[src/rtl/mem_arb_pkg.sv]
// rtl/mem_arb_pkg.sv - shared types and constants for the memory round-robin arbiter
package mem_arb_pkg;

    typedef enum logic [1:0] {
        ARB_IDLE = 2'd0,
        ARB_BUSY = 2'd1,
        ARB_DONE = 2'd2
    } arb_state_e;

    localparam int ARB_TIMEOUT_DEFAULT = 5;

    // Wait counter must reach TIMEOUT; never narrower than one bit.
    function automatic int cnt_width(input int timeout);
        return ($clog2(timeout + 1) < 1) ? 1 : $clog2(timeout + 1);
    endfunction

    localparam int ARB_CNT_W = cnt_width(ARB_TIMEOUT_DEFAULT);

endpackage

[src/rtl/mem_rr_arbiter_rr_picker.sv]
// rtl/mem_rr_arbiter_rr_picker.sv - rotate-priority search starting at ptr
//
// Ports:
//   req_i  requester valid vector
//   ptr_i  highest-priority index for this search
//   any_o  at least one request present
//   idx_o  first requesting index at or above ptr_i, wrapping at N
module rr_picker #(
    parameter int N = 4,
    parameter int W = 2
) (
    input  logic [N-1:0] req_i,
    input  logic [W-1:0] ptr_i,
    output logic         any_o,
    output logic [W-1:0] idx_o
);

    logic [W:0] sum;

    // Walk from the farthest candidate back to ptr so the closest match wins.
    always_comb begin
        any_o = 1'b0;
        idx_o = '0;
        sum   = '0;
        for (int i = N - 1; i >= 0; i--) begin
            sum = {1'b0, ptr_i} + (W+1)'(i);
            if (sum >= (W+1)'(N)) begin
                sum = sum - (W+1)'(N);
            end
            if (req_i[sum[W-1:0]]) begin
                any_o = 1'b1;
                idx_o = sum[W-1:0];
            end
        end
    end

endmodule

[src/rtl/mem_rr_arbiter.sv]
// rtl/mem_rr_arbiter.sv - round-robin arbiter sharing one memory controller port
//
// Ports:
//   clk, reset                 clock, asynchronous active-high reset
//   req_valid/addr/wdata/rw    per-requester transaction, packed by requester index
//   req_ready, req_err         one-cycle completion pulse to the granted requester, timeout flag
//   req_rdata                  read data of the last completed read
//   mem_valid/address/...      controller request, held stable until mem_ready
//   mem_ready, mem_read_data   controller response
//   grant_id                   current/last granted requester
//   timeout_err                sticky timeout indication
module mem_rr_arbiter
    import mem_arb_pkg::*;
#(
    parameter int NUM_REQ = 4,
    parameter int ADDR_W  = 32,
    parameter int DATA_W  = 32,
    parameter int TIMEOUT = ARB_TIMEOUT_DEFAULT,
    localparam int GID_W  = (NUM_REQ > 1) ? $clog2(NUM_REQ) : 1
) (
    input  logic                      clk,
    input  logic                      reset,
    input  logic [NUM_REQ-1:0]        req_valid,
    input  logic [NUM_REQ*ADDR_W-1:0] req_addr,
    input  logic [NUM_REQ*DATA_W-1:0] req_wdata,
    input  logic [NUM_REQ-1:0]        req_rw,
    output logic [NUM_REQ-1:0]        req_ready,
    output logic                      req_err,
    output logic [DATA_W-1:0]         req_rdata,
    output logic                      mem_valid,
    output logic [ADDR_W-1:0]         mem_address,
    output logic [DATA_W-1:0]         mem_write_data,
    output logic                      mem_read_write,
    input  logic                      mem_ready,
    input  logic [DATA_W-1:0]         mem_read_data,
    output logic [GID_W-1:0]          grant_id,
    output logic                      timeout_err
);

    localparam int CNT_W = (TIMEOUT == ARB_TIMEOUT_DEFAULT) ? ARB_CNT_W : cnt_width(TIMEOUT);

    arb_state_e        state_q, state_d;
    logic [GID_W-1:0]  grant_q, grant_d;
    logic [GID_W-1:0]  ptr_q, ptr_d;
    logic [CNT_W-1:0]  cnt_q, cnt_d;
    logic              err_q, err_d;
    logic              terr_q, terr_d;
    logic [ADDR_W-1:0] addr_q, addr_d;
    logic [DATA_W-1:0] wdata_q, wdata_d;
    logic              rw_q, rw_d;
    logic [DATA_W-1:0] rdata_q, rdata_d;

    logic              pick_any;
    logic [GID_W-1:0]  pick_idx;
    logic [ADDR_W-1:0] addr_arr  [NUM_REQ];
    logic [DATA_W-1:0] wdata_arr [NUM_REQ];
    logic [NUM_REQ-1:0] grant_onehot;

    rr_picker #(
        .N (NUM_REQ),
        .W (GID_W)
    ) u_picker (
        .req_i (req_valid),
        .ptr_i (ptr_q),
        .any_o (pick_any),
        .idx_o (pick_idx)
    );

    always_comb begin
        for (int i = 0; i < NUM_REQ; i++) begin
            addr_arr[i]  = req_addr[i*ADDR_W +: ADDR_W];
            wdata_arr[i] = req_wdata[i*DATA_W +: DATA_W];
        end
    end

    always_ff @(posedge clk or posedge reset) begin
        if (reset) begin
            state_q <= ARB_IDLE;
            grant_q <= '0;
            ptr_q   <= '0;
            cnt_q   <= '0;
            err_q   <= 1'b0;
            terr_q  <= 1'b0;
            addr_q  <= '0;
            wdata_q <= '0;
            rw_q    <= 1'b0;
            rdata_q <= '0;
        end else begin
            state_q <= state_d;
            grant_q <= grant_d;
            ptr_q   <= ptr_d;
            cnt_q   <= cnt_d;
            err_q   <= err_d;
            terr_q  <= terr_d;
            addr_q  <= addr_d;
            wdata_q <= wdata_d;
            rw_q    <= rw_d;
            rdata_q <= rdata_d;
        end
    end

    always_comb begin
        state_d = state_q;
        grant_d = grant_q;
        ptr_d   = ptr_q;
        cnt_d   = cnt_q;
        err_d   = err_q;
        terr_d  = terr_q;
        addr_d  = addr_q;
        wdata_d = wdata_q;
        rw_d    = rw_q;
        rdata_d = rdata_q;
        case (state_q)
            ARB_IDLE: begin
                if (pick_any) begin
                    grant_d = pick_idx;
                    addr_d  = addr_arr[pick_idx];
                    wdata_d = wdata_arr[pick_idx];
                    rw_d    = req_rw[pick_idx];
                    cnt_d   = '0;
                    err_d   = 1'b0;
                    state_d = ARB_BUSY;
                end
            end
            ARB_BUSY: begin
                // Ready wins over timeout when both land on the last allowed cycle.
                if (mem_ready) begin
                    if (!rw_q) begin
                        rdata_d = mem_read_data;
                    end
                    state_d = ARB_DONE;
                end else if (cnt_q == CNT_W'(TIMEOUT)) begin
                    terr_d  = 1'b1;
                    err_d   = 1'b1;
                    state_d = ARB_DONE;
                end else begin
                    cnt_d = cnt_q + 1'b1;
                end
            end
            ARB_DONE: begin
                ptr_d   = (grant_q == GID_W'(NUM_REQ - 1)) ? '0 : grant_q + 1'b1;
                state_d = ARB_IDLE;
            end
            default: begin
                state_d = ARB_IDLE;
            end
        endcase
    end

    // All outputs derive from registers only, so no input reaches an output combinationally.
    assign grant_onehot   = NUM_REQ'(1) << grant_q;
    assign req_ready      = (state_q == ARB_DONE) ? grant_onehot : '0;
    assign req_err        = (state_q == ARB_DONE) && err_q;
    assign req_rdata      = rdata_q;
    assign mem_valid      = (state_q == ARB_BUSY);
    assign mem_address    = addr_q;
    assign mem_write_data = wdata_q;
    assign mem_read_write = rw_q;
    assign grant_id       = grant_q;
    assign timeout_err    = terr_q;

endmodule

[config.mk]
export PLATFORM = sky130hd
export DESIGN_NAME = mem_rr_arbiter
export DESIGN_NICKNAME = d
export VERILOG_FILES = /design/src/rtl/mem_arb_pkg.sv /design/src/rtl/mem_rr_arbiter_rr_picker.sv /design/src/rtl/mem_rr_arbiter.sv
export SDC_FILE = /design/constraint.sdc
export NUM_CORES = 1
export LEC_CHECK = 0
export BUFFER_PORTS_ARGS = -buffer_cell sky130_fd_sc_hd__buf_2
export CAP_MARGIN = 15
export CORE_AREA = 3 3 155 157
export DETAILED_ROUTE_END_ITERATION = 6
export DIE_AREA = 0 0 158 160
export PLACE_DENSITY = 0.66
export SYNTH_ARGS = -nofsm -noshare
export SYNTH_HDL_FRONTEND = slang
export SYNTH_SLANG_ARGS = --single-unit
[constraint.sdc]
create_clock -name clk -period 4 [get_ports clk]
set_clock_uncertainty 0.1 [all_clocks]
set_input_delay 0.8 -clock clk [delete_from_list [all_inputs] [get_ports clk]]
set_output_delay 0.8 -clock clk [all_outputs]
set_load 0.05 [all_outputs]
* Word-level counts from Yosys, hierarchy flattened *
Index checks and enable logic that the tools add are counted.

operators by class
  $add $sub $neg = 9
  magnitude comparators = 10
  equal/unequal tests = 9
  shift operators = 1
  muxes and demuxes = 42
  bitwise logic cells = 3
  reduce and logical (&&, ||, !) cells = 9

operator list
  kind                 count
  $bmux 32 s2          2
  $mux 32              4
  $mux 2               12
  $lt 2x3->1 const B   5
  $ge 3x3->1 const B   4
  $mux 1               12
  $bmux 1 s2           5
  $mux 3               3
  $reduce_and 4->1     2
  $sub 2x1->2 const B  4
  $add 2x2->3 const B  2
  $ne 2x2->1 const B   3
  $pmux 3 s2           1
  $reduce_and 3->1     2
  $eq 2x2->1 const B   2
  $mux 4               1
  $pmux 2 s2           1
  $reduce_and 2->1     2
  $shl 1x2->4 const A  1
  $add 2x1->3 const B  1
  $add 3x1->3 const B  1
  $eq 3x3->1 const B   1
  $ge 2x3->1 const B   1
  $ne 3x1->1 const B   1
  other kinds (9)      10

word-level totals
  register bits = 108
  input bits = 299
  output and inout port bits = 106
  word-level logic and storage cells = 93

* Depth between registers and ports, before layout *
Gate-level depths: netlist of the first run.

  depth after elaboration = 13
  mapped depth = 7
  depth with buffers taken out = 6

* By module *
A second synthesis of the first run with hierarchy kept.

unflattened totals
  cell total of the unflattened synthesis = 503
  area, all modules = 6286.0 um^2

modules (own cells, without submodules)
  module          instances  cells each  area an instance (um^2)  seq. area each (um^2)
  mem_rr_arbiter  1          490         6208.5                   2702.6
  rr_picker       1          13          77.6                     0.0

* Least setup slack after synthesis of the first run *
OpenSTA, ideal clock, no wires.

  kind = register to output
  from = register grant_q[0], in the netlist grant_id[0]
  to = output port req_ready[3]
  data arrival time = 1.342 ns
  slack = 1.758 ns
  cell stages (with the launch flop) = 3
  path buffers = 0
  path through = dfrtp_1 ha_1 and2_1

on the way
  cells in the longest elaborated chain, start to end = 2

ends and longest elaborated chain
  item                    line                   source
  from (decl)             mem_rr_arbiter.sv:43   logic [GID_W-1:0] grant_q, grant_d;
  from (signal assigned)  mem_rr_arbiter.sv:90   grant_q <= grant_d;
  $shl 1x2->4             mem_rr_arbiter.sv:151  assign grant_onehot = NUM_REQ'(1) << grant_q;
  $mux 4                  mem_rr_arbiter.sv:152  assign req_ready = (state_q == ARB_DONE) ? grant_onehot : '0;
  to (decl)               mem_rr_arbiter.sv:27   output logic [NUM_REQ-1:0] req_ready,

No other way between the ends.

* Final worst setup path of the first run *
  from = input port req_valid[3]
  to = register addr_q[0], in the netlist mem_address[0]

on the way
  cells in the longest elaborated chain, start to end = 10
  elaborated cells on any way between the ends = 21

ends and longest elaborated chain
  item                                        line                            source
  from (decl)                                 mem_rr_arbiter.sv:23            input logic [NUM_REQ-1:0] req_valid,
  $bmux 1 s2                                  mem_rr_arbiter_rr_picker.sv:30  if (req_i[sum[W-1:0]]) begin
  $mux 1 (not written as such)                mem_rr_arbiter_rr_picker.sv:30
  $mux 2 (4 in a row)                         mem_rr_arbiter_rr_picker.sv:30
  $not 2->3 (not written as such)             mem_rr_arbiter.sv:117           addr_d = addr_arr[pick_idx];
  $bmux 32 s2                                 mem_rr_arbiter.sv:117
  $mux 32 (not written as such) (2 in a row)  mem_rr_arbiter.sv:117
  to (signal assigned)                        mem_rr_arbiter.sv:95            addr_q <= addr_d;
  to (decl)                                   mem_rr_arbiter.sv:48            logic [ADDR_W-1:0] addr_q, addr_d;

Several ways; a longest one is shown, not always the timed one. The select of a mux whose other input is x is not followed.
A chain may end at the register's enable or synchronous reset.

==> impl_summary.log, run 1 <==
[metrics] run status: complete, no violations
[metrics] element type at the critical path start: input port
[metrics] clock slew at the register clock pins of the worst setup and hold paths: 0.08 ns
[metrics] Max clock buf depth: 2
[metrics] power density of the placed cells: 885 nW/um2
[metrics] data required time at the worst endpoint: 4.15 ns
[metrics] biggest area contributors in the synthesized netlist: sky130_fd_sc_hd__dfrtp_1 (43%), sky130_fd_sc_hd__mux2i_1 (21%), sky130_fd_sc_hd__o221ai_2 (12%), sky130_fd_sc_hd__mux2_2 (6.1%), sky130_fd_sc_hd__nand2_1 (4.3%)
[metrics] area enclosed by the die boundary: 25300 um2
[metrics] hold_ws: 0.370 ns
[metrics] via count of the first global-routing pass: 5633
[metrics] capturing point of the worst reg2reg path: mem_address[0]$_DFFE_PP0P_
[metrics] core region area: 22600 um2
[metrics] most numerous cell types in the synthesized netlist: sky130_fd_sc_hd__mux2i_1 (131), sky130_fd_sc_hd__dfrtp_1 (108), sky130_fd_sc_hd__nand2_1 (71), sky130_fd_sc_hd__o221ai_2 (51), sky130_fd_sc_hd__mux2_2 (34)
[metrics] crit path launch: req_valid[3]
[metrics] mean post-synth cell area: 12.6 um2
[metrics] endpoints failing setup: 0
[metrics] initial DRC count: 202
[metrics] cell total after placement: 1152
[metrics] multi-input gate area in the final layout: 3190 um2
[metrics] number of buffers created by CTS: 9
[metrics] n_diodes: 0
[metrics] post-synth net total: 800
[metrics] number of synthesized register bits: 108
[metrics] number of I/O port buffers: 404
[metrics] max-cap check violation count: 0
[metrics] total half-perimeter wirelength after legalization and detailed placement: 15.3 mm
[metrics] sequential share of the synthesized area: 0.434
[metrics] sequential standard cell area: 2700 um2
[metrics] final hold viol count: 0
[metrics] arrival time reported for the critical path endpoint: 2.72 ns
[metrics] Clock Latency Late Sink: 0.35 ns
[metrics] setup repair after global routing missed its margin: false
[metrics] non-filler cells in the finished layout: 1168
[metrics] Post-Layout Inst Area: 8720 um2
[metrics] most frequently used cell type in the post-synthesis netlist: sky130_fd_sc_hd__mux2i_1
[metrics] path type of the worst setup path: in2reg
[metrics] number of filler cells placed in the layout: 2225
[metrics] TNS Setup: 0 ns
[metrics] global-route usage over all layers: 0.148
[metrics] DRC: 0
[metrics] growth of design area from synthesis to finish: 40.0%
[metrics] number of warnings printed during yosys synthesis: 0
[metrics] reg2reg setup slack: 1.59 ns
[metrics] Worst Max-Slew Pin Slew: 1.02 ns
[metrics] number of levels the H-tree was split into: 3
[metrics] Max Slew Vio Count: 0
[metrics] Critical R2R Launch: state_q[1]$_DFFE_PP0P_
[metrics] final critical-path share of the clock period: 0.642
[metrics] Synth Instances: 495
[metrics] Max Fanout on Critical Path: 35
[metrics] worst min path class: reg2reg
[metrics] vias after detailed routing: 5423
[metrics] chip width: 158 um
[metrics] post-synthesis cell area: 6230 um2
[metrics] Detailed Route WL: 19.8 mm
[metrics] Sinks on Clock Net: 108
[metrics] Synth Flop Type: sky130_fd_sc_hd__dfrtp_1
[metrics] Post-DRT Antenna Nets: 0
[metrics] wire per inst: 17.0 um
[metrics] upper clock frequency limit: 0.390 GHz
[metrics] pin count of the biggest net entering global routing: 77
[metrics] capture point of the critical path: mem_address[0]$_DFFE_PP0P_
[metrics] clock tree from TritonCTS: built
[metrics] last weighted congestion value of the routability-driven placer: 0.796
[metrics] wire length of the first global-routing pass: 29.7 mm
[metrics] VDD IR-drop max: 421 uV
[metrics] worst rel slew slack: 0.321
[metrics] clock tree root driver cell: sky130_fd_sc_hd__clkbuf_16
[metrics] proportion of register bits with asynchronous set or reset after synthesis: 1.00
[metrics] path depth of the worst reg2reg path: 4
[metrics] post-detailed-route via-to-cell ratio: 4.64
[metrics] standard-cell row count: 55
[metrics] num ports: 405
[metrics] number of library cell types mapped by synthesis: 37
[metrics] cells resized by post-CTS repair: 0
[metrics] category of the worst setup path capture point: register
[metrics] portion of synthesized cell area occupied by the leading cell type: 0.434
[metrics] number of buffers inserted by hold repair at cts: 0
[metrics] die height: 160 um
[metrics] share of cells above drive strength 1: 0.587
[metrics] setup bufs post-CTS: 0
[metrics] library cell with the largest summed area after synthesis: sky130_fd_sc_hd__dfrtp_1
[metrics] Cell Area, Placed: 8390 um2
[metrics] number of antenna violations at the first check in global routing: 0
[metrics] final worst path period need: 2.57 ns
[metrics] final total power: 7.72 mW
[metrics] first drt pass iteration count: 4
[metrics] number of nets in the finished design: 1183
[metrics] number of enable-type register cells in the synthesized netlist: 0
[metrics] static power due to leakage: 4.65 nW
[metrics] Congestion Overflow GR: 0
[metrics] initial cell density of the core: 0.275
how the worst min path moves through the flow:
stage / startpoint / end / slack [ns] / cells after the start
after floorplan: err_q$_DFFE_PP0P_ / err_q$_DFFE_PP0P_ / 0.34 / 1
after global placement: timeout_err$_DFFE_PP0P_ / timeout_err$_DFFE_PP0P_ / 0.35 / 1
after detailed placement: timeout_err$_DFFE_PP0P_ / timeout_err$_DFFE_PP0P_ / 0.35 / 1
after CTS: timeout_err$_DFFE_PP0P_ / timeout_err$_DFFE_PP0P_ / 0.37 / 1
after global routing: timeout_err$_DFFE_PP0P_ / timeout_err$_DFFE_PP0P_ / 0.41 / 1
final: timeout_err$_DFFE_PP0P_ / timeout_err$_DFFE_PP0P_ / 0.37 / 1
metrics by stage:
| stage | util | setup WS, ns |
|---|---|---|
| after floorplan | - | 0.254 |
| after global placement | 0.371 | 1.19 |
| after detailed placement | 0.371 | 0.999 |
| after CTS | 0.385 | 1.37 |
| after global routing | 0.385 | 1.28 |
| final | 0.385 | 1.43 |
flip-flops by register name, summed over array words and instances (netlist names):
name	count
state_q	2
timeout_err	1
mem_write_data	32
ptr_q	2
cnt_q	3
mem_read_write	1
mem_address	32
req_rdata	32
grant_id	2
err_q	1
power by group:
part	internal, mW	switching (mW)	total, mW
Sequential	1.63	0.316	1.95
Clock	0.510	0.474	0.985
Combinational	1.47	3.32	4.79
layout by cell type, fill, tap and decap left out, types with 6 or more instances in the layout:
cell / n
sky130_fd_sc_hd__clkbuf_16: 9
sky130_fd_sc_hd__o221ai_2: 50
sky130_fd_sc_hd__o221ai_1: 15
sky130_fd_sc_hd__nand2_1: 71
sky130_fd_sc_hd__ha_1: 6
sky130_fd_sc_hd__mux2i_1: 131
sky130_fd_sc_hd__dfrtp_1: 108
sky130_fd_sc_hd__mux2_2: 34
sky130_fd_sc_hd__buf_2: 404
per-layer routing:
layer,vias up,GRT usage,share of wire
met1,2521,0.169,0.39
met5,-,0,0
met2,253,0.273,0.52
met4,0,0.0450,0.019
li1,2626,-,-
met3,23,0.0328,0.076
cells by family (layout without fill, tap and decap cells):
logic type	Yosys count	count (layout)	synth area share
mux	165	165	0.272
flops	108	108	0.434
simple gates	94	94	0.0653
compound gates	76	76	0.154
buf+inv	45	433	0.0612
fa+ha+maj	6	6	0.0120
xor+xnor	1	1	0.00141
area by class of cell:
class	instances	area share
Multi-Input combinational cell	342	0.365
Sequential cell	108	0.310
Timing Repair Buffer	411	0.244
Tap cell	285	0.0409
Clock buffer	9	0.0258
Clock inverter	7	0.0118
Inverter	6	0.00287
critical path, cell delays in order:
cell                       delay [ns]
sky130_fd_sc_hd__buf_2           0.12
sky130_fd_sc_hd__nor4_1          0.07
sky130_fd_sc_hd__nor3_1          0.44
sky130_fd_sc_hd__nand3_4         0.61
sky130_fd_sc_hd__buf_12          0.42
sky130_fd_sc_hd__o221ai_1        0.24
Note: power is estimated with default switching activity, not from simulation.
==> inputs of run 2 (changes only) <==
Clock period 4 ns to 2.4 ns, I/O delays scaled along.
==> run 2 against run 1 <==
Effect of this change: count of clock-buffer cells in the layout did not move; hold slack got worse by 0.13 ns; largest cell class unchanged; combinational power rose by 75%; critical path depth fell by 3; highest routed layer unchanged; clock power rose by 57%; first-iteration DRC count rose by 7.9%; sequential power rose by 65%; via count rose by 2.3%; worst setup slack got worse by 1.2 ns; non-clock buffer count rose by 19.
==> impl_summary.log, run 2 (synthesis results as in run 1) <==
[metrics] run status: complete, no violations
[metrics] area enclosed by the die boundary: 25300 um2
[metrics] worst setup slack after layout: 0.226 ns
[metrics] max-cap check violation count: 0
[metrics] critical path, cell by cell: nor2b_1 -> and2_1 -> buf_2
[metrics] number of nets in the finished design: 1202
[metrics] share of cells above drive strength 1: 0.594
[metrics] multi-input gate area in the final layout: 3190 um2
[metrics] final hold viol count: 0
[metrics] last weighted congestion value of the routability-driven placer: 0.812
[metrics] final total power: 13.1 mW
[metrics] reg2reg setup slack: 0.23 ns
[metrics] first drt pass iteration count: 4
[metrics] TNS Setup: 0 ns
[metrics] number of antenna violations at the first check in global routing: 1
[metrics] wire per inst: 17.3 um
[metrics] pin count of the biggest net entering global routing: 47
[metrics] Setup WS pre-CTS: -0.0315 ns
[metrics] worst min path class: in2reg
[metrics] clock slew at the register clock pins of the worst setup and hold paths: 0.09 ns
[metrics] number of buffers created by CTS: 9
[metrics] number of buffers inserted by hold repair at cts: 1
[metrics] capturing point of the worst reg2reg path: mem_read_write$_DFFE_PP0P_
[metrics] Cell Area, Placed: 8630 um2
[metrics] path depth of the worst reg2reg path: 5
[metrics] number of filler cells placed in the layout: 2237
[metrics] power density of the placed cells: 1470 nW/um2
[metrics] element type at the critical path start: register
[metrics] DRC: 0
[metrics] setup bufs post-CTS: 0
[metrics] Critical R2R Launch: ptr_q[1]$_DFFE_PP0P_
[metrics] largest stage delay on the critical path: 0.42 ns
[metrics] launch point of the worst hold path: mem_read_data[28]
[metrics] switching share of power: 0.528
[metrics] fraction of power consumed by sequential logic: 0.245
[metrics] category of the worst setup path capture point: primary output
[metrics] upper clock frequency limit: 0.460 GHz
[metrics] Max clock buf depth: 2
[metrics] via count of the first global-routing pass: 5919
[metrics] hold_ws: 0.244 ns
[metrics] non-filler cells in the finished layout: 1188
[metrics] arrival time reported for the critical path endpoint: 1.59 ns
[metrics] count of buffering cells on the critical path with inverters included: 1
[metrics] Post-Layout Inst Area: 8950 um2
[metrics] VDD IR-drop max: 623 uV
[metrics] wire length of the first global-routing pass: 30.7 mm
[metrics] initial cell density of the core: 0.275
[metrics] Clk network pwr share: 0.118
[metrics] Worst Max-Slew Pin Slew: 0.616 ns
[metrics] vias after detailed routing: 5549
[metrics] standard-cell row count: 55
[metrics] Slowest cell on crit path: sky130_fd_sc_hd__dfrtp_1
[metrics] Clock Latency Late Sink: 0.36 ns
[metrics] data required time at the worst endpoint: 1.82 ns
[metrics] hold-critical path endpoint: req_rdata[28]$_DFFE_PP0P_
[metrics] crit path launch: state_q[1]$_DFFE_PP0P_
[metrics] growth of design area from synthesis to finish: 43.6%
[metrics] clock tree root driver cell: sky130_fd_sc_hd__clkbuf_16
[metrics] Post-DRT Antenna Nets: 0
[metrics] share of power burned in combinational logic: 0.637
[metrics] static power due to leakage: 4.76 nW
[metrics] setup repair after global routing missed its margin: false
[metrics] chip width: 158 um
[metrics] cells resized by post-CTS repair: 0
[metrics] total half-perimeter wirelength after legalization and detailed placement: 16.2 mm
[metrics] most common cell after layout, fill and taps aside: sky130_fd_sc_hd__buf_2
[metrics] number of levels the H-tree was split into: 3
[metrics] family of cells with the greatest summed delay on the critical path: simple AND/OR/NAND/NOR gates
[metrics] final worst path period need: 2.17 ns
[metrics] core region area: 22600 um2
[metrics] Hold Path Stages: 2
[metrics] final critical-path share of the clock period: 0.906
[metrics] path type of the worst setup path: reg2out
[metrics] number of I/O port buffers: 404
[metrics] num ports: 405
[metrics] die height: 160 um
[metrics] Max Slew Vio Count: 0
[metrics] endpoints failing setup: 0
[metrics] Max Fanout on Critical Path: 8
[metrics] worst rel slew slack: 0.586
[metrics] Congestion Overflow GR: 0
[metrics] sequential standard cell area: 2700 um2
[metrics] commonest cells after routing, fill and taps aside: sky130_fd_sc_hd__buf_2 (404), sky130_fd_sc_hd__mux2i_1 (131), sky130_fd_sc_hd__dfrtp_1 (108)
[metrics] Sinks on Clock Net: 108
[metrics] Detailed Route WL: 20.5 mm
[metrics] initial DRC count: 218
[metrics] internal portion of total power: 6.20 mW
[metrics] clock tree from TritonCTS: built
[metrics] global-route usage over all layers: 0.154
[metrics] cell total after placement: 1170
[metrics] core occupancy in the finished layout: 0.395
[metrics] Net Switching: 6.95 mW
[metrics] post-detailed-route via-to-cell ratio: 4.67
run 2: cell types whose count changed in the layout (fill, tap and decap cells not counted):
cell,change
sky130_fd_sc_hd__buf_12,+8
sky130_fd_sc_hd__buf_4,+10
sky130_fd_sc_hd__bufinv_16,-1
sky130_fd_sc_hd__clkinvlp_4,+2
sky130_fd_sc_hd__diode_2,+1
sky130_fd_sc_hd__dlygate4sd3_1,+1
sky130_fd_sc_hd__inv_4,-1
run 2: power by group through the flow:
| stage | Sequential [mW] | Clock [mW] | Combinational [mW] |
|---|---|---|---|
| finish | 3.22 | 1.55 | 8.37 |
| CTS | 3.23 | 1.63 | 8.47 |
| floorplan | 6.10 | 0 | 3.59 |
| global placement | 3.24 | 0 | 8.37 |
| global route | 3.34 | 1.70 | 8.87 |
| detailed placement | 3.25 | 0 | 8.47 |
run 2: per-layer routing:
metal  routed length, um  up-vias  GRT usage
li1                    -     2663          -
met1                7780     2618      0.168
met2               10800      248      0.295
met3                1700       20     0.0314
met4                 282        0     0.0458
met5                   0        -          0
run 2: worst max-delay path by stage:
stage          slack, ns  cells past startpoint                          to
2_1_floorplan       0.48                      2                req_ready[3]
3_3_place_gp       0.004                      6  mem_read_write$_DFFE_PP0P_
3_5_place_dp       -0.03                      6  mem_read_write$_DFFE_PP0P_
4_1_cts             0.16                      5  mem_read_write$_DFFE_PP0P_
5_1_grt             0.08                      3                req_ready[1]
6_report            0.23                      3                req_ready[3]
run 2: layout make-up:
type | instances | share of cell area
Sequential cell | 108 | 0.302
Timing Repair Buffer | 430 | 0.265
Antenna cell | 1 | 0.000280
Multi-Input combinational cell | 342 | 0.356
Clock inverter | 7 | 0.00895
Tap cell | 285 | 0.0398
Clock buffer | 9 | 0.0252
Inverter | 6 | 0.00294
